**config.mk**
```make
export PLATFORM = sky130hd
export DESIGN_NAME = decode
export DESIGN_NICKNAME = d
export VERILOG_FILES = /design/src/rtl/decode_pkg.sv /design/src/rtl/decode_imm_gen.sv /design/src/rtl/decode.sv
export SDC_FILE = /design/constraint.sdc
export NUM_CORES = 1
export LEC_CHECK = 0
export ABC_AREA = 1
export BUFFER_PORTS_ARGS = -buffer_cell sky130_fd_sc_hd__buf_2
export CORE_MARGIN = 2
export CORE_UTILIZATION = 50
export DETAILED_ROUTE_END_ITERATION = 10
export HOLD_SLACK_MARGIN = 0.12
export MAX_ROUTING_LAYER = met4
export PLACE_DENSITY = 0.86
export SYNTH_ARGS = -nofsm -noshare
export SYNTH_HDL_FRONTEND = slang
export SYNTH_SLANG_ARGS = --single-unit
```
**constraint.sdc**
```tcl
create_clock -name clk -period 4.72 [get_ports clk]
set_input_delay 1.18 -clock clk [delete_from_list [all_inputs] [get_ports clk]]
set_output_delay 1.18 -clock clk [all_outputs]
set_load 0.05 [all_outputs]
```
**src/rtl/decode_pkg.sv**
```systemverilog
// jpu shared types and RV32I constants.
// Holds the dcd_s decode bundle, opcode/F3/ALU codes and imm formats.
package jpu;

  localparam logic [6:0] OP_LUI    = 7'b0110111;
  localparam logic [6:0] OP_AUIPC  = 7'b0010111;
  localparam logic [6:0] OP_JAL    = 7'b1101111;
  localparam logic [6:0] OP_JALR   = 7'b1100111;
  localparam logic [6:0] OP_BRANCH = 7'b1100011;
  localparam logic [6:0] OP_LOAD   = 7'b0000011;
  localparam logic [6:0] OP_STORE  = 7'b0100011;
  localparam logic [6:0] OP_OPIMM  = 7'b0010011;
  localparam logic [6:0] OP_OP     = 7'b0110011;
  localparam logic [6:0] OP_FENCE  = 7'b0001111;
  localparam logic [6:0] OP_SYSTEM = 7'b1110011;

  localparam logic [2:0] F3_ADD = 3'b000;
  localparam logic [2:0] F3_LSH = 3'b001;
  localparam logic [2:0] F3_SR  = 3'b101;

  localparam logic [3:0] ALU_ADD = 4'b0000;
  localparam logic [3:0] ALU_SUB = 4'b1000;

  typedef enum logic [2:0] {
    FMT_R,
    FMT_I,
    FMT_S,
    FMT_B,
    FMT_U,
    FMT_J
  } fmt_e;

  typedef struct packed {
    logic [4:0]  rd;
    logic [4:0]  rs1;
    logic [4:0]  rs2;
    logic [2:0]  f3;
    logic [3:0]  alu_op;
    logic [31:0] imm;
    logic        alu_pc;
    logic        alu_imm;
    logic        opi;
    logic        lui;
    logic        j;
    logic        br;
    logic        ld;
    logic        st;
    logic        wb;
    logic        illegal;
  } dcd_s;

endpackage

```
**src/rtl/decode_imm_gen.sv**
```systemverilog
// Immediate generator: builds the sign-extended imm for a given format.
// Ports: inst (instruction word), fmt (format select), imm (result).
module imm_gen
  import jpu::*;
(
  input  logic [31:0] inst,
  input  fmt_e        fmt,
  output logic [31:0] imm
);

  logic [19:0] sx;
  assign sx = {20{inst[31]}};

  always_comb begin
    imm = '0;
    unique case (fmt)
      FMT_I: imm = {sx, inst[31:20]};
      FMT_S: imm = {sx, inst[31:25], inst[11:7]};
      FMT_B: imm = {sx[18:0], inst[31], inst[7],
                    inst[30:25], inst[11:8], 1'b0};
      FMT_U: imm = {inst[31:12], 12'b0};
      FMT_J: imm = {sx[10:0], inst[31], inst[19:12],
                    inst[20], inst[30:21], 1'b0};
      default: imm = '0;
    endcase
  end

endmodule

```
**src/rtl/decode.sv**
```systemverilog
// RV32I decoder for the ID stage with registered ID/EX copy.
// Ports: clk, rst (async high), en, inst -> dcd (comb), dcd_q (reg).
module decode
  import jpu::*;
(
  input  logic        clk,
  input  logic        rst,
  input  logic        en,
  input  logic [31:0] inst,
  output dcd_s        dcd,
  output dcd_s        dcd_q
);

  logic [6:0]  op;
  logic [2:0]  f3;
  logic [31:0] imm;
  fmt_e        fmt;

  assign op = inst[6:0];
  assign f3 = inst[14:12];

  // Format select kept apart from the main decode so the
  // imm path is not a loop through one block.
  always_comb begin
    fmt = FMT_R;
    unique case (op)
      OP_OPIMM,
      OP_LOAD,
      OP_JALR:   fmt = FMT_I;
      OP_STORE:  fmt = FMT_S;
      OP_BRANCH: fmt = FMT_B;
      OP_LUI,
      OP_AUIPC:  fmt = FMT_U;
      OP_JAL:    fmt = FMT_J;
      default:   fmt = FMT_R;
    endcase
  end

  imm_gen u_imm (
    .inst (inst),
    .fmt  (fmt),
    .imm  (imm)
  );

  always_comb begin
    dcd        = '0;
    dcd.rd     = inst[11:7];
    dcd.rs1    = inst[19:15];
    dcd.rs2    = inst[24:20];
    dcd.f3     = f3;
    dcd.alu_op = ALU_ADD;
    dcd.imm    = imm;
    unique case (op)
      OP_OP: begin
        dcd.alu_op = {inst[30], f3};
        dcd.wb     = 1'b1;
      end
      OP_OPIMM: begin
        // Only shifts carry the SRA/SRL select in bit 30.
        if (f3 == F3_LSH || f3 == F3_SR)
          dcd.alu_op = {inst[30], f3};
        else
          dcd.alu_op = {1'b0, f3};
        dcd.opi = 1'b1;
        dcd.wb  = 1'b1;
      end
      OP_LOAD: begin
        dcd.alu_imm = 1'b1;
        dcd.ld      = 1'b1;
        dcd.wb      = 1'b1;
      end
      OP_STORE: begin
        dcd.alu_imm = 1'b1;
        dcd.st      = 1'b1;
      end
      OP_BRANCH: begin
        dcd.alu_pc  = 1'b1;
        dcd.alu_imm = 1'b1;
        dcd.br      = 1'b1;
      end
      OP_JAL: begin
        dcd.alu_pc  = 1'b1;
        dcd.alu_imm = 1'b1;
        dcd.j       = 1'b1;
        dcd.wb      = 1'b1;
      end
      OP_JALR: begin
        dcd.alu_imm = 1'b1;
        dcd.j       = 1'b1;
        dcd.wb      = 1'b1;
      end
      OP_LUI: begin
        dcd.alu_imm = 1'b1;
        dcd.lui     = 1'b1;
        dcd.wb      = 1'b1;
      end
      OP_AUIPC: begin
        dcd.alu_pc  = 1'b1;
        dcd.alu_imm = 1'b1;
        dcd.wb      = 1'b1;
      end
      // FENCE/SYSTEM are legal but drive no datapath flags.
      OP_FENCE,
      OP_SYSTEM: ;
      default: dcd.illegal = 1'b1;
    endcase
    if (dcd.rd == 5'd0)
      dcd.wb = 1'b0;
  end

  always_ff @(posedge clk or posedge rst) begin
    if (rst)
      dcd_q <= '0;
    else if (en)
      dcd_q <= dcd;
  end

endmodule

```
==> results of run 1 <==
[area by class of cell]
| cell class | count | area, um^2 | share of cell area |
|---|---|---|---|
| multi-input combinational | 304 | 1410 | 0.331 |
| sequential | 64 | 1600 | 0.375 |
| timing repair buffer | 164 | 826 | 0.193 |
| tap | 77 | 96.3 | 0.0225 |
| clock buffer | 11 | 141 | 0.0331 |
| inverter | 31 | 116 | 0.0272 |
| clock inverter | 5 | 80.1 | 0.0187 |
[where the power goes]
| part | leakage (nW) | internal [mW] | switching (mW) |
|---|---|---|---|
| Combinational | 1.97 | 0.0551 | 0.229 |
| Clock | 0.106 | 0.311 | 0.205 |
| Sequential | 0.855 | 0.571 | 0.0118 |
[kinds of logic after synthesis]
family | Yosys count | synth area share
AND/OR/NAND/NOR | 288 | 0.394
buffers and inverters | 67 | 0.103
flip-flops | 64 | 0.476
AO/OA/AOI/OAI | 16 | 0.0260
[critical path: cells and delay by family]
family | cells | cell delay, ns
simple gates | 5 | 0.84
buf+inv | 3 | 0.58
[stage by stage]
stage	setup slack (ns)	utilization	area (um^2)	instances
2_1_floorplan	0.214	-	3360	435
4_1_cts	0.967	0.666	4280	656
3_3_place_gp	1.01	0.631	4050	640
6_report	0.940	0.666	4280	656
3_5_place_dp	0.978	0.631	4050	640
5_1_grt	0.840	0.666	4280	656
[worst max-delay path by stage]
stage                   end    start  depth (start not counted)
detailed placement  dcd[17]  inst[6]                          8
finish              dcd[17]  inst[6]                          8
global route        dcd[18]  inst[6]                          8
floorplan            dcd[0]  inst[6]                          5
CTS                 dcd[17]  inst[6]                          8
global placement    dcd[20]  inst[6]                          8
[layer usage]
layer	track usage	routed length (um)	up-vias
met5	-	0	-
met4	0.0909	154	0
met3	0.0433	704	17
met2	0.444	4700	154
met1	0.345	4080	1542
li1	-	-	1589
[cells in the mapped netlist (2+ instances only)]
library cell / number
buf_2: 5
buf_4: 18
nor2_1: 22
nand2_1: 213
dfrtp_1: 64
nand2_2: 6
clkbuf_1: 10
nand3_1: 12
o211ai_1: 2
nand2_4: 5
nand4_1: 2
o21ai_0: 12
inv_1: 31
buf_6: 3
nor2_4: 3
nand3_2: 20
==> metrics.cfg, run 1 <==
[outcome]
status=complete, no violations

[drt]
drcViolationCount=0
via_count=3302
detail_route.wl_per_cell_um=14.7
via_per_inst=5.03
drt-pass1-iter-count=5
final_antenna_net_count=0
drtIter0Drc=190
finalWirelength_um=9640

[clock_network]
cts_setup_buffers=0
clock_path_buffers=2
cts.root.buffer_cell=clkbuf_8
cts.repair.resized=0
insertion_delay_ns=0.32
cts_tree=built
h-tree-depth=3
clk_pin_slew_worst_paths_ns=0.07
cts_sinks=64
cts_hold_buf=0
cts_buffers=9

[grt]
overflow=0
grt.total_usage=0.272
grt_max_degree=75
grt_pass1_vias=3143
antenna_found_initial=0
grt_pass1_wl_um=15300

[worst_setup_path]
cp-end-kind=primary output
r2r_start=dcd_q[3]$_DFFE_PP0P_
r2r_slack_ns=3.99
worstPathArrival_ns=2.60
cp_max_fo=6
path_class=in -> out
critPathSlowestCell=nor2_1
required_ns=3.54
path_cells=buf_2 -> inv_1 -> nor2_8 -> nand2_4 -> nand2_2 -> nor2_1 -> nor2_1 -> buf_2
max_stage_delay_ns=0.45
r2r_cells=2
timing.rr.end=dcd_q[3]$_DFFE_PP0P_
start_kind=primary input

[sta]
hold_viol=0
drv_slew=0
setup_tns_ns=0
grt_setup_unrepaired=false
maxClockFrequency_mhz=265
final.period_utilization=0.801
finClkSkew_ns=0
period_needed_ns=3.78
hold_ws_ns=0.468
slew_headroom=0.234
finalSetupViolCount=0
max_slew.worst_pin.slew_ns=1.15

[synth]
synthCells=435
synthesis.area_um2=3360
synth_fp_nets=470
yosys.area.top_type=dfrtp_1
yosysWarnings=0
synth-seq-cells=64
synth_area_per_cell_um2=7.73
ys.flop_type=dfrtp_1
synth-edff-count=0
synthTopCellsByArea=dfrtp_1 (48%), nand2_1 (24%), nand3_2 (6.0%), buf_4 (4.0%), inv_1 (3.5%)
synthArstFlopShare=1.00
synth_sequential_area_ratio=0.476
synthDistinctLibCells=23
yosysTopAreaCellShare=0.476

[power_and_ir_drop]
powerDensity_nw_per_um2=323
total_power_mw=1.38
ir_drop_mv=0.187
power.leakage_nw=2.93

[layout]
fill_cells=570
reg_top3=dcd_q (64)
antenna_cells=0
nNetsFinal=609
post_route_cells_drive_above_1_share=0.375
final_common_cell=nand2_1
largest_register_ffs=64
largest_register=dcd_q
layout_common_cells=nand2_1 (213), buf_2 (162), dfrtp_1 (64), inv_1 (29), nor2_1 (22)
area_delta_synth_final_pct=27.1

[placement]
hpwl_um=7010
gp_congestion=0.899
portBuffers=162

[worst_hold_path]
hp-class=reg -> reg
min_to=dcd_q[56]$_DFFE_PP0P_
worstHoldPathCells=2
worstHoldStart=dcd_q[56]$_DFFE_PP0P_

[die]
die_w_um=86.0
die_area_um2=7400
coreArea_um2=6420
io-pin-count=163
fp.dieH_um=86.0
num_rows=29
initial_core_util=0.524

[flow_run]
maxCapViolations=0

Note: power is estimated with default switching activity, not from simulation.
==> run 2, diff against run 1 <==
--- a/config.mk
+++ b/config.mk
@@ -5,14 +5,14 @@
 export SDC_FILE = /design/constraint.sdc
 export NUM_CORES = 1
 export LEC_CHECK = 0
-export ABC_AREA = 1
+export ABC_AREA = 0
 export BUFFER_PORTS_ARGS = -buffer_cell sky130_fd_sc_hd__buf_2
 export CORE_MARGIN = 2
-export CORE_UTILIZATION = 50
+export CORE_UTILIZATION = 47
 export DETAILED_ROUTE_END_ITERATION = 10
 export HOLD_SLACK_MARGIN = 0.12
 export MAX_ROUTING_LAYER = met4
-export PLACE_DENSITY = 0.86
+export PLACE_DENSITY = 0.81
 export SYNTH_ARGS = -nofsm -noshare
 export SYNTH_HDL_FRONTEND = slang
 export SYNTH_SLANG_ARGS = --single-unit
==> constraint.sdc (replaced) <==
create_clock -name clk -period 3.58 [get_ports clk]
set_input_delay 0.895 -clock clk [delete_from_list [all_inputs] [get_ports clk]]
set_output_delay 0.895 -clock clk [all_outputs]
set_load 0.05 [all_outputs]
==> metrics.cfg, run 2 <==
[placement]
placed_area_um2=4160  ; +2.6%
hpwl_um=7020  ; +0.12%
gp_congestion=0.894  ; -0.52%
portBuffers=162  ; unchanged

[synth]
ys.flop_type=dfrtp_1
yosys.area.top_type=dfrtp_1
synthTopCellsByArea=dfrtp_1 (47%), mux2_2 (8.6%), buf_4 (4.6%), nand2_1 (4.0%), a31oi_2 (3.3%)
yosysWarnings=0  ; unchanged
synth-seq-cells=64  ; unchanged
synth_sequential_area_ratio=0.472  ; -0.00439
synth_area_per_cell_um2=10.3  ; +33%
synth-edff-count=0  ; unchanged
synthesis.area_um2=3390  ; +0.93%
synth_fp_nets=365  ; -22%
synthDistinctLibCells=51  ; +120%
synth_common_cells=dfrtp_1 (64), nand2_1 (36), mux2_2 (26), inv_1 (22), nor2_1 (22)
synthArstFlopShare=1.00  ; unchanged
yosysMostFrequentCell=dfrtp_1
synthCells=330  ; -24%
yosysTopAreaCellShare=0.472  ; -0.00439

[layout]
largest_register_ffs=64  ; unchanged
reg_top3=dcd_q (64)
antenna_cells=0  ; unchanged
nNetsFinal=509  ; -16%
finalCoreUtilization=0.638  ; -0.0280
layout_common_cells=buf_2 (161), dfrtp_1 (64), nand2_1 (36), mux2_2 (26), nor2_1 (22)
largest_register=dcd_q
final_common_cell=buf_2
post_route_cells_drive_above_1_share=0.494  ; +0.119
area_delta_synth_final_pct=29.7
fin_area_um2=4400  ; +3.0%

[worst_setup_path]
r2r_slack_ns=2.78  ; -1.21 ns
worstPathArrival_ns=2.43  ; -0.17 ns
required_ns=2.68  ; -0.86 ns
path_class=in -> out
path_cells=buf_2 -> nand2b_1 -> buf_4 -> nor3_2 -> o21a_1 -> a21o_1 -> buf_2
cp_top_family=buffers and inverters
cp-end-kind=primary output
path_buf_inv=3  ; unchanged
max_stage_delay_ns=0.34  ; -0.11 ns
cpMostUsedCell=buf_2
cp_max_fo=12  ; +6
start_kind=primary input
critPathSlowestCell=o21a_1

[grt]
grt_pass1_vias=2820  ; -10%
antenna_found_initial=0  ; unchanged
grt.total_usage=0.239  ; -0.0326
grt_pass1_wl_um=14000  ; -8.7%
grt_max_degree=63  ; -16%
overflow=0  ; unchanged

[die]
initial_core_util=0.491  ; -0.0322
die_area_um2=7920  ; +7.0%
coreArea_um2=6910  ; +7.5%
io-pin-count=163  ; unchanged
die_w_um=89.0  ; +3.5%
num_rows=30  ; +3.4%
fp.dieH_um=89.0  ; +3.5%

[outcome]
status=complete, no violations

[clock_network]
cts_setup_buffers=0  ; unchanged
cts_buffers=9  ; unchanged
clk_pin_slew_worst_paths_ns=0.07  ; about the same
h-tree-depth=3  ; unchanged
cts_tree=built
cts.root.buffer_cell=clkbuf_8
clock_path_buffers=2  ; unchanged
insertion_delay_ns=0.33  ; about the same
cts_sinks=64  ; unchanged

[drt]
via_per_inst=5.30  ; +5.4%
detail_route.wl_per_cell_um=16.3  ; +11%
drcViolationCount=0  ; unchanged
drtIter0Drc=120  ; -37%
via_count=3045  ; -7.8%
final_antenna_net_count=0  ; unchanged
finalWirelength_um=9340  ; -3.1%
drt-pass1-iter-count=5  ; unchanged

[sta]
drv_slew=0  ; unchanged
setup_tns_ns=0  ; unchanged
finalSetupViolCount=0  ; unchanged
grt_setup_unrepaired=false
finClkSkew_ns=0  ; unchanged
final.period_utilization=0.930
slew_headroom=0.450  ; +0.217
maxClockFrequency_mhz=300
hold_viol=0  ; unchanged
period_needed_ns=3.33
max_slew.worst_pin.slew_ns=0.823  ; -0.324 ns

[power_and_ir_drop]
ir_drop_mv=0.285  ; +52%
power.leakage_nw=2.48  ; -15%
powerDensity_nw_per_um2=445  ; +38%

[flow_run]
maxCapViolations=0  ; unchanged

[worst_hold_path]
hp-class=reg -> reg

[run 2: what timing repair did]
item	in CTS	in global routing
setup endpoints to repair	1	0
hold buffers	0	0
resized for setup	1	0
[run 2: report_power, final]
| part | total (mW) | leakage, nW | switching, mW | internal, mW |
|---|---|---|---|---|
| logic | 0.445 | 1.52 | 0.338 | 0.108 |
| registers | 0.779 | 0.831 | 0.0186 | 0.761 |
| clock network | 0.736 | 0.122 | 0.271 | 0.465 |
[run 2: cells by family after synthesis]
logic type      count (synthesis)  share of synthesized area
compound gates                 71                      0.171
xor+xnor                        1                    0.00258
buf+inv                        62                     0.0988
flops                          64                      0.472
mux                            26                     0.0863
simple gates                  106                      0.169
[run 2: metrics by stage]
step / std cells / hold slack, ns / power (mW) / worst slack [ns]
6_report: 574 / 0.500 / 1.96 / 0.251
5_1_grt: 574 / 0.523 / 2.02 / 0.147
4_1_cts: 574 / 0.506 / 1.97 / 0.250
3_5_place_dp: 559 / 0.490 / 1.24 / 0.0287
3_3_place_gp: 559 / 0.484 / 1.23 / 0.119
2_1_floorplan: 330 / 0.748 / 1.13 / 0.114
[run 2: path summary, 6_finish.rpt]
kind                       cells past startpoint                    end                   from
setup / recovery                               7                dcd[29]                inst[4]
hold / removal                                 1  dcd_q[51]$_DFFE_PP0P_  dcd_q[51]$_DFFE_PP0P_
setup reg to reg                               2  dcd_q[15]$_DFFE_PP0P_  dcd_q[15]$_DFFE_PP0P_
hold reg to reg                                1  dcd_q[51]$_DFFE_PP0P_  dcd_q[51]$_DFFE_PP0P_
max in group asynchronous                      3  dcd_q[15]$_DFFE_PP0P_                    rst
min in group asynchronous                      2  dcd_q[53]$_DFFE_PP0P_                    rst
[run 2: worst register-to-register path, delay by kind of cell (launching register included)]
| family | cells | cell delay [ns] |
|---|---|---|
| AO/OA/AOI/OAI | 1 | 0.19 |
| AND/OR/NAND/NOR | 1 | 0.13 |
| flip-flops | 1 | 0.37 |
[run 2: cell type report]
class	instances	area (um^2)
Fill cell	622	2500
Sequential cell	64	1600
Multi-Input combinational cell	204	1470
Timing Repair Buffer	173	896
Clock buffer	13	179
Tap cell	96	120
Inverter	22	82.6
Clock inverter	2	60.1
[run 2: per-layer routing]
metal	up-vias	part of all wire	GRT usage
li1	1422	-	-
met1	1469	0.42	0.297
met2	143	0.50	0.393
met3	11	0.067	0.0397
met4	0	0.015	0.0909
met5	-	0	-
==> run 3, diff against run 2 <==
--- a/config.mk
+++ b/config.mk
@@ -6,13 +6,14 @@
 export NUM_CORES = 1
 export LEC_CHECK = 0
 export ABC_AREA = 0
-export BUFFER_PORTS_ARGS = -buffer_cell sky130_fd_sc_hd__buf_2
 export CORE_MARGIN = 2
-export CORE_UTILIZATION = 47
+export CORE_UTILIZATION = 55
 export DETAILED_ROUTE_END_ITERATION = 10
+export DONT_BUFFER_PORTS = 1
 export HOLD_SLACK_MARGIN = 0.12
 export MAX_ROUTING_LAYER = met4
-export PLACE_DENSITY = 0.81
+export PLACE_DENSITY = 0.7
+export SKIP_LAST_GASP = 1
 export SYNTH_ARGS = -nofsm -noshare
 export SYNTH_HDL_FRONTEND = slang
 export SYNTH_SLANG_ARGS = --single-unit
==> constraint.sdc (replaced) <==
create_clock -name clk -period 3.58 [get_ports clk]
set_input_delay 0.358 -clock clk [delete_from_list [all_inputs] [get_ports clk]]
set_output_delay 0.358 -clock clk [all_outputs]
set_load 0.05 [all_outputs]
==> metrics.cfg, run 3 (synthesized netlist as in run 2, its figures left out) <==
[power_and_ir_drop]
powerDensity_nw_per_um2=486  ; +9.1%
ir_drop_mv=0.320  ; +12%
power.leakage_nw=1.67  ; -32%

[clock_network]
clk_pin_slew_worst_paths_ns=0.07  ; about the same
clock_path_buffers=2  ; unchanged
h-tree-depth=3  ; unchanged
insertion_delay_ns=0.34  ; about the same
cts_buffers=9  ; unchanged
cts_sinks=64  ; unchanged
cts_setup_buffers=0  ; unchanged
cts.root.buffer_cell=clkbuf_8
cts_tree=built
cts.repair.resized=0  ; -1
cts_hold_buf=2  ; +2

[die]
die_w_um=82.6  ; -7.2%
io-pin-count=163  ; unchanged
die_area_um2=6820  ; -14%
fp.dieH_um=82.6  ; -7.2%
initial_core_util=0.570  ; +0.0785
coreArea_um2=5960  ; -14%
num_rows=28  ; -6.7%

[sta]
period_needed_ns=2.28  ; -1.05 ns
setup_tns_ns=0  ; unchanged
grt_setup_unrepaired=false
max_slew.worst_pin.slew_ns=0.977  ; +0.154 ns
finClkSkew_ns=0  ; unchanged
hold_ws_ns=0.133  ; -0.367 ns
hold_viol=0  ; unchanged
finalSetupViolCount=0  ; unchanged
drv_slew=0  ; unchanged
timing.final.ws_setup_ns=1.30  ; +1.05 ns
final.period_utilization=0.636  ; -0.294
slew_headroom=0.346  ; -0.104
maxClockFrequency_mhz=439  ; +46%

[grt]
antenna_found_initial=0  ; unchanged
grt_max_degree=81  ; +29%
grt.total_usage=0.238  ; -0.000895
grt_pass1_vias=2228  ; -21%
grt_pass1_wl_um=11600  ; -17%
overflow=0  ; unchanged

[layout]
nNetsFinal=343  ; -33%
layout_common_cells=dfrtp_1 (64), nand2_1 (36), mux2_2 (26), nor2_1 (22), inv_1 (21)
fin_area_um2=3510  ; -20%
largest_register=dcd_q
largest_register_ffs=64  ; unchanged
final_common_cell=dfrtp_1
finalCoreUtilization=0.589  ; -0.0486
area_delta_synth_final_pct=3.35
fill_cells=534  ; -14%
antenna_cells=0  ; unchanged
post_route_cells_drive_above_1_share=0.224  ; -0.269
reg_top3=dcd_q (64)

[placement]
placed_area_um2=3280  ; -21%
hpwl_um=5690  ; -19%
pre_cts_ws_ns=1.31  ; +1.28 ns
gp_congestion=0.861  ; -3.7%
portBuffers=0  ; -100%

[worst_setup_path]
cp_top_family=simple AND/OR/NAND/NOR gates
path_class=in -> out
path_cells=nand4bb_1 -> nor2_2 -> o21ai_2 -> buf_4 -> nand2_1
worstPathArrival_ns=1.92  ; -0.51 ns
path_buf_inv=1  ; -2
required_ns=3.22  ; +0.54 ns
cp_max_fo=12  ; unchanged
critPathSlowestCell=nand4bb_1
max_stage_delay_ns=0.40  ; +0.06 ns
start_kind=primary input
cp-end-kind=primary output

[outcome]
status=complete, no violations

[drt]
via_count=2377  ; -22%
drtIter0Drc=107  ; -11%
via_per_inst=6.14  ; +16%
finalWirelength_um=8110  ; -13%
detail_route.wl_per_cell_um=21.0  ; +29%
drt-pass1-iter-count=4  ; -1
final_antenna_net_count=0  ; unchanged
drcViolationCount=0  ; unchanged

[flow_run]
maxCapViolations=0  ; unchanged

[worst_hold_path]
hp-class=in -> reg

==> run 3: changes by cell type in the layout (fill, tap and decap cells not counted), moves of 2 or more <==
cell and delta:
clkinv_2 +2, buf_4 -7, nor3_1 -2, nor3_2 +2, dlygate4sd3_1 +2, buf_2 -161
==> run 3: layer usage <==
layer | track usage | wire length [um]
met2 | 0.360 | 3810
met1 | 0.302 | 3300
met4 | 0.0836 | 73
met3 | 0.0783 | 925
met5 | - | 0
==> run 3: through the flow <==
| step | std cells | total power [mW] |
|---|---|---|
| after floorplan | 330 | 1.13 |
| after global placement | 370 | 1.08 |
| after detailed placement | 370 | 1.08 |
| after CTS | 387 | 1.72 |
| after global routing | 387 | 1.77 |
| final | 387 | 1.70 |
==> run 3: report_power, final <==
part / internal, mW / switching (mW) / leakage (nW)
Sequential: 0.758 / 0.163 / 0.831
Clock: 0.372 / 0.263 / 0.108
Combinational: 0.0523 / 0.0955 / 0.736
Total: 1.18 / 0.522 / 1.67
==> run 3: worst paths after layout <==
kind	startpoint	to	slack, ns	cells past startpoint
max	inst[3]	dcd[40]	1.30	5
min	en	dcd_q[35]$_DFFE_PP0P_	0.13	1
max reg2reg	dcd_q[19]$_DFFE_PP0P_	dcd_q[19]$_DFFE_PP0P_	2.52	2
min reg2reg	dcd_q[47]$_DFFE_PP0P_	dcd_q[47]$_DFFE_PP0P_	0.78	2
max in group asynchronous	rst	dcd_q[40]$_DFFE_PP0P_	2.12	3
min in group asynchronous	rst	dcd_q[63]$_DFFE_PP0P_	0.57	2
==> run 3: final cells by class <==
type | count | area [um^2] | share of cell area
Multi-Input combinational cell | 204 | 1470 | 0.418
Tap cell | 75 | 93.8 | 0.0267
Sequential cell | 64 | 1600 | 0.456
Clock inverter | 3 | 40.0 | 0.0114
Inverter | 22 | 82.6 | 0.0235
Timing Repair Buffer | 7 | 57.6 | 0.0164
Clock buffer | 12 | 165 | 0.0471
